==> config.mk <==
export PLATFORM = sky130hd
export DESIGN_NAME = mem_port_arbiter
export DESIGN_NICKNAME = d
export VERILOG_FILES = /design/src/rtl/mem_port_arbiter.sv
export SDC_FILE = /design/constraint.sdc
export NUM_CORES = 1
export LEC_CHECK = 0
export ABC_CLOCK_PERIOD_IN_PS = 2000
export CAP_MARGIN = 5
export CORE_MARGIN = 3
export CORE_UTILIZATION = 39
export CTS_CLUSTER_DIAMETER = 40
export DETAILED_ROUTE_END_ITERATION = 7
export GPL_TIMING_DRIVEN = 0
export MAX_ROUTING_LAYER = met4
export PLACE_DENSITY = 0.87
export SYNTH_ARGS = -nofsm -noshare
export SYNTH_HDL_FRONTEND = slang
export SYNTH_SLANG_ARGS = --single-unit
export TNS_END_PERCENT = 50
==> constraint.sdc <==
create_clock -name clk -period 2 [get_ports clk]
set_input_delay 0.5 -clock clk [delete_from_list [all_inputs] [get_ports clk]]
set_output_delay 0.5 -clock clk [all_outputs]
set_load 0.02 [all_outputs]
==> src/rtl/mem_port_arbiter.sv <==
// mem_port_arbiter: shares one single-port memory between instruction fetch
// and the load/store path. One transaction is outstanding at a time; data
// has priority, with a starvation counter that forces a fetch grant after
// IF_STARVE_MAX consecutive data grants while a fetch is waiting.
//
// Ports:
//   clk, rst                      clock, synchronous active-high reset
//   if_req/if_addr                fetch request (addr[1:0] forced to 0)
//   if_ack/if_rdata/if_err        fetch response (one-cycle ack pulse)
//   d_req/d_we/d_be/d_addr/d_wdata  load/store request
//   d_ack/d_rdata/d_err           load/store response (one-cycle ack pulse)
//   mem_valid/mem_we/mem_be/mem_addr/mem_wdata  memory request, held to ready
//   mem_ready/mem_rdata           memory completion
//
// Optional feature: define MEM_ARB_TIMEOUT_EN to enable a watchdog that aborts
// a memory access after TIMEOUT_CYCLES cycles without mem_ready (ack with err=1).
module mem_port_arbiter #(
    parameter int unsigned ADDR_W         = 32,
    parameter int unsigned IF_STARVE_MAX  = 4,
    parameter int unsigned TIMEOUT_CYCLES = 64
) (
    input  logic              clk,
    input  logic              rst,
    input  logic              if_req,
    input  logic [ADDR_W-1:0] if_addr,
    output logic              if_ack,
    output logic [31:0]       if_rdata,
    output logic              if_err,
    input  logic              d_req,
    input  logic              d_we,
    input  logic [3:0]        d_be,
    input  logic [ADDR_W-1:0] d_addr,
    input  logic [31:0]       d_wdata,
    output logic              d_ack,
    output logic [31:0]       d_rdata,
    output logic              d_err,
    output logic              mem_valid,
    output logic              mem_we,
    output logic [3:0]        mem_be,
    output logic [ADDR_W-1:0] mem_addr,
    output logic [31:0]       mem_wdata,
    input  logic              mem_ready,
    input  logic [31:0]       mem_rdata
);

    localparam int unsigned SC_W = $clog2(IF_STARVE_MAX + 1);

    typedef enum logic [1:0] {
        IDLE   = 2'd0,
        MEM_IF = 2'd1,
        MEM_D  = 2'd2,
        RESP   = 2'd3
    } state_e;

    state_e            state_q;
    logic [SC_W-1:0]   starve_q;
    logic              mem_valid_q;
    logic              mem_we_q;
    logic [3:0]        mem_be_q;
    logic [ADDR_W-1:0] mem_addr_q;
    logic [31:0]       mem_wdata_q;
    logic              if_ack_q;
    logic              d_ack_q;
    logic [31:0]       if_rdata_q;
    logic [31:0]       d_rdata_q;
    logic              grant_d_c;

    // Data wins unless the fetch has already been passed over IF_STARVE_MAX times.
    assign grant_d_c = d_req && (!if_req || (starve_q != SC_W'(IF_STARVE_MAX)));

`ifdef MEM_ARB_TIMEOUT_EN
    localparam int unsigned TMO_W = $clog2(TIMEOUT_CYCLES + 1);

    logic [TMO_W-1:0] tmo_q;
    logic             if_err_q;
    logic             d_err_q;
    logic             tmo_hit_c;

    // Last waiting cycle: mem_valid has now been high for TIMEOUT_CYCLES cycles.
    assign tmo_hit_c = (tmo_q == TMO_W'(TIMEOUT_CYCLES - 1));
    assign if_err    = if_err_q;
    assign d_err     = d_err_q;
`else
    logic unused_c;

    assign if_err   = 1'b0;
    assign d_err    = 1'b0;
    assign unused_c = ^{32'(TIMEOUT_CYCLES)};
`endif

    logic unused_addr_c;
    assign unused_addr_c = ^if_addr[1:0];

    // Arbitration FSM with registered memory request and responses.
    always_ff @(posedge clk) begin
        if (rst) begin
            state_q     <= IDLE;
            starve_q    <= '0;
            mem_valid_q <= 1'b0;
            mem_we_q    <= 1'b0;
            mem_be_q    <= '0;
            mem_addr_q  <= '0;
            mem_wdata_q <= '0;
            if_ack_q    <= 1'b0;
            d_ack_q     <= 1'b0;
            if_rdata_q  <= '0;
            d_rdata_q   <= '0;
`ifdef MEM_ARB_TIMEOUT_EN
            tmo_q       <= '0;
            if_err_q    <= 1'b0;
            d_err_q     <= 1'b0;
`endif
        end else begin
            case (state_q)
                IDLE: begin
`ifdef MEM_ARB_TIMEOUT_EN
                    tmo_q <= '0;
`endif
                    if (grant_d_c) begin
                        state_q     <= MEM_D;
                        mem_valid_q <= 1'b1;
                        mem_we_q    <= d_we;
                        mem_be_q    <= d_be;
                        mem_addr_q  <= d_addr;
                        mem_wdata_q <= d_wdata;
                        // Count only grants that made a waiting fetch wait longer.
                        if (if_req) begin
                            if (starve_q != SC_W'(IF_STARVE_MAX)) begin
                                starve_q <= starve_q + SC_W'(1);
                            end
                        end else begin
                            starve_q <= '0;
                        end
                    end else if (if_req) begin
                        state_q     <= MEM_IF;
                        mem_valid_q <= 1'b1;
                        mem_we_q    <= 1'b0;
                        mem_be_q    <= 4'b1111;
                        mem_addr_q  <= {if_addr[ADDR_W-1:2], 2'b00};
                        mem_wdata_q <= '0;
                        starve_q    <= '0;
                    end
                end
                MEM_IF, MEM_D: begin
                    if (mem_ready) begin
                        mem_valid_q <= 1'b0;
                        state_q     <= RESP;
                        if (state_q == MEM_IF) begin
                            if_ack_q   <= 1'b1;
                            if_rdata_q <= mem_rdata;
                        end else begin
                            d_ack_q    <= 1'b1;
                            d_rdata_q  <= mem_rdata;
                        end
                    end
`ifdef MEM_ARB_TIMEOUT_EN
                    // Abort: fetch sees a NOP, data sees zero, both flagged err.
                    else if (tmo_hit_c) begin
                        mem_valid_q <= 1'b0;
                        state_q     <= RESP;
                        if (state_q == MEM_IF) begin
                            if_ack_q   <= 1'b1;
                            if_err_q   <= 1'b1;
                            if_rdata_q <= 32'h0000_0013;
                        end else begin
                            d_ack_q    <= 1'b1;
                            d_err_q    <= 1'b1;
                            d_rdata_q  <= 32'h0000_0000;
                        end
                    end else begin
                        tmo_q <= tmo_q + TMO_W'(1);
                    end
`endif
                end
                RESP: begin
                    // Requests are ignored here so a still-high req is not re-granted.
                    if_ack_q <= 1'b0;
                    d_ack_q  <= 1'b0;
`ifdef MEM_ARB_TIMEOUT_EN
                    if_err_q <= 1'b0;
                    d_err_q  <= 1'b0;
`endif
                    state_q  <= IDLE;
                end
                default: state_q <= IDLE;
            endcase
        end
    end

    assign mem_valid = mem_valid_q;
    assign mem_we    = mem_we_q;
    assign mem_be    = mem_be_q;
    assign mem_addr  = mem_addr_q;
    assign mem_wdata = mem_wdata_q;
    assign if_ack    = if_ack_q;
    assign d_ack     = d_ack_q;
    assign if_rdata  = if_rdata_q;
    assign d_rdata   = d_rdata_q;

endmodule

==> metrics <==
share of the synthesized area in the top cell type 0.535; antenna diode instance count 0; Pins Over Slew Limit 0; DRT Pass-1 Iters 5; # IOs 276; Vias/cell 5.03; CTS Sinks 141; hpwl dp 13500 µm; clock buffer count from CTS 17; root buffer cell clkbuf_16; Hold WC Path Type primary input to flip-flop; worst flop-to-flop path endpoint mem_addr[14]; Syn Std Cell Area 5280 µm²; final non-filler cell total 1122; area grow syn2layout 66.6%; leakage 3.28 nW; Tightest Pin Transition 0.556 ns; startpoint types flip-flop; fmax 517 MHz; critical path type flip-flop to primary output; Min Clock Period, post-route 1.93 ns; final worst-path cycle share 0.966; met2 wire len 8930 µm; GRT Total Usage 0.246; ranking of synthesized cells by area dfxtp_1 54%, nand2_1 12%, a21oi_1 9.5%; Final Hold Vio Count 0; top cells by count, synth 166 x nand2_1, 141 x dfxtp_1, 100 x a21oi_1; drt total wl 18200 µm; Worst Path Arrival 1.43 ns; Critical Path, Cell by Cell clkdlybuf4s50_1; Congestion Overflow GR 0; Final Total Pwr 11.8 mW; via count 5641; setup bufs post-CTS 0; register bit count reported by yosys 141; ys flop type dfxtp_1; vias in the first global route 5522; TritonCTS clock tree built; Crit path largest cell delay 0.63 ns; max_cap viols 0; FF-to-FF Start starve_q[0]; CP required 1.50 ns; pin count of the biggest net entering global routing 17; DR iter-0 viols 352; Hold Crit Start mem_ready; Mapped Avg Cell Area 8.13 µm²; Yosys warnings 0; RSZ-0062 raised after global routing false; clk_skew 0.0101 ns; Final #Nets 1082; worst hold margin 0.390 ns; first-pass GRT wire length 27500 µm; cell taking the most area after synthesis dfxtp_1; R2R depth 8; Antenna Nets Post-Route 0; Routed wire per std cell 16.2 µm; Clock Tree Buf Depth 2; Post-synth EDFFs 0; delay-heaviest family, CP buffers and inverters; Die Footprint 15000 µm²; Row Count 41; Initial Utilization 0.408; core area 12900 µm²; setup violators final 0; Crit. End Element primary output; Buffers on Ports 268; most numerous cell in the Yosys netlist nand2_1; pwr dens 1350 nW/µm²; DRC violations left 0; die height 122 µm; Slew Limit Headroom 0.629; worst-path maximum fanout 2; hold path cells 2; synth unique cells 29; Clock transition at path regs 0.06 ns; Seq/Total Area, Yosys 0.535; dpl cells 1090; GP Congestion 0.910; # fillers 1071; cell count after synthesis 649; uppermost layer routed met4; initial antenna violation count 0; share of cells above drive strength 1 0.0726; worst reg2reg setup slack 0.25 ns; DRT met1 WL 7160 µm; Peak VDD IR 0.779 mV; Die X 122 µm; Async SR Flop Fraction 0; Worst Hold End mem_valid; Clock Latency Late Sink 0.43 ns; status completed; CTS H-tree lvls 4; routed wl met3 1420 µm; worst path bufs/invs 1; slowest CP cell clkdlybuf4s50_1
-- power breakdown --
part | switching [mW] | internal [mW]
clock | 1.25 | 1.90
combinational | 2.81 | 2.09
sequential | 0.334 | 3.44
-- metrics by stage --
step                      cell area (µm²)  TNS [ns]   util  setup slack (ns)
after floorplan                      5280         0      -             0.486
after detailed placement             8180    -12.46  0.633            -0.304
after CTS                            8770         0  0.678            0.0259
after global placement               8180    -11.97  0.633            -0.315
after global routing                 8790         0  0.680            0.0185
final                                8790         0  0.680            0.0672
-- cells by family after synthesis --
group,count (synthesis),share of synthesized area
and+or+nand+nor,264,0.195
buffers and inverters,60,0.0500
other,1,0.000711
adders and majority gates,7,0.0166
AOI/OAI and AO/OA,176,0.203
DFF,141,0.535
-- cells in the final DEF (no fill, tap or decap), types with 6 or more instances in the layout --
master / count
ha_1: 6
a22oi_1: 36
clkbuf_1: 22
clkbuf_2: 6
dfxtp_1: 141
a21oi_1: 100
clkdlybuf4s50_1: 268
buf_2: 24
clkinvlp_4: 6
clkbuf_16: 17
a211oi_1: 31
nand2_1: 166
nor2_1: 80
-- per-layer routing --
layer	vias up	track usage
met5	-	-
met4	0	0.120
met3	45	0.0806
met2	246	0.403
met1	2596	0.269
li1	2754	-
-- area by class of cell --
type | count | area [µm²] | area share
Sequential cell | 141 | 2820 | 0.321
Tap cell | 172 | 215 | 0.0245
Multi-Input combinational cell | 449 | 2200 | 0.250
Inverter | 5 | 18.8 | 0.00214
Buffer | 55 | 255 | 0.0290
Timing Repair Buffer | 268 | 2680 | 0.305
Clock buffer | 19 | 453 | 0.0515
Clock inverter | 13 | 141 | 0.0161
-- worst max-delay path by stage --
stage	startpoint	to	slack, ns	cells after the start
after global placement	if_req	mem_addr[15]	-0.32	5
after detailed placement	if_req	mem_addr[15]	-0.30	5
after CTS	state_q[0]	mem_addr[15]	0.03	6
after global routing	mem_we	mem_we	0.02	1
after floorplan	state_q[0]	d_rdata[1]	0.49	6
final	mem_we	mem_we	0.07	1
-- worst register-to-register path, stage by stage, from the launching register on --
cell and delay (ns):
dfxtp_1 0.33, inv_1 0.07, ha_1 0.22, nand3_1 0.14
and2_1 0.13, buf_2 0.15, buf_2 0.25, a21oi_1 0.12
a211oi_1 0.26
-- state kept, by name (all words and copies together) (netlist names), 2 cells and up --
name       cells
starve_q       3
mem_be         4
mem_wdata     32
if_rdata      32
mem_addr      32
state_q        2
d_rdata       32
-- what timing repair did --
item | in CTS | in global routing
hold buffers | 0 | 0
endpoints found under the setup margin | 0 | 79
resized for setup | 0 | 16
Note: power is estimated with default switching activity, not from simulation.
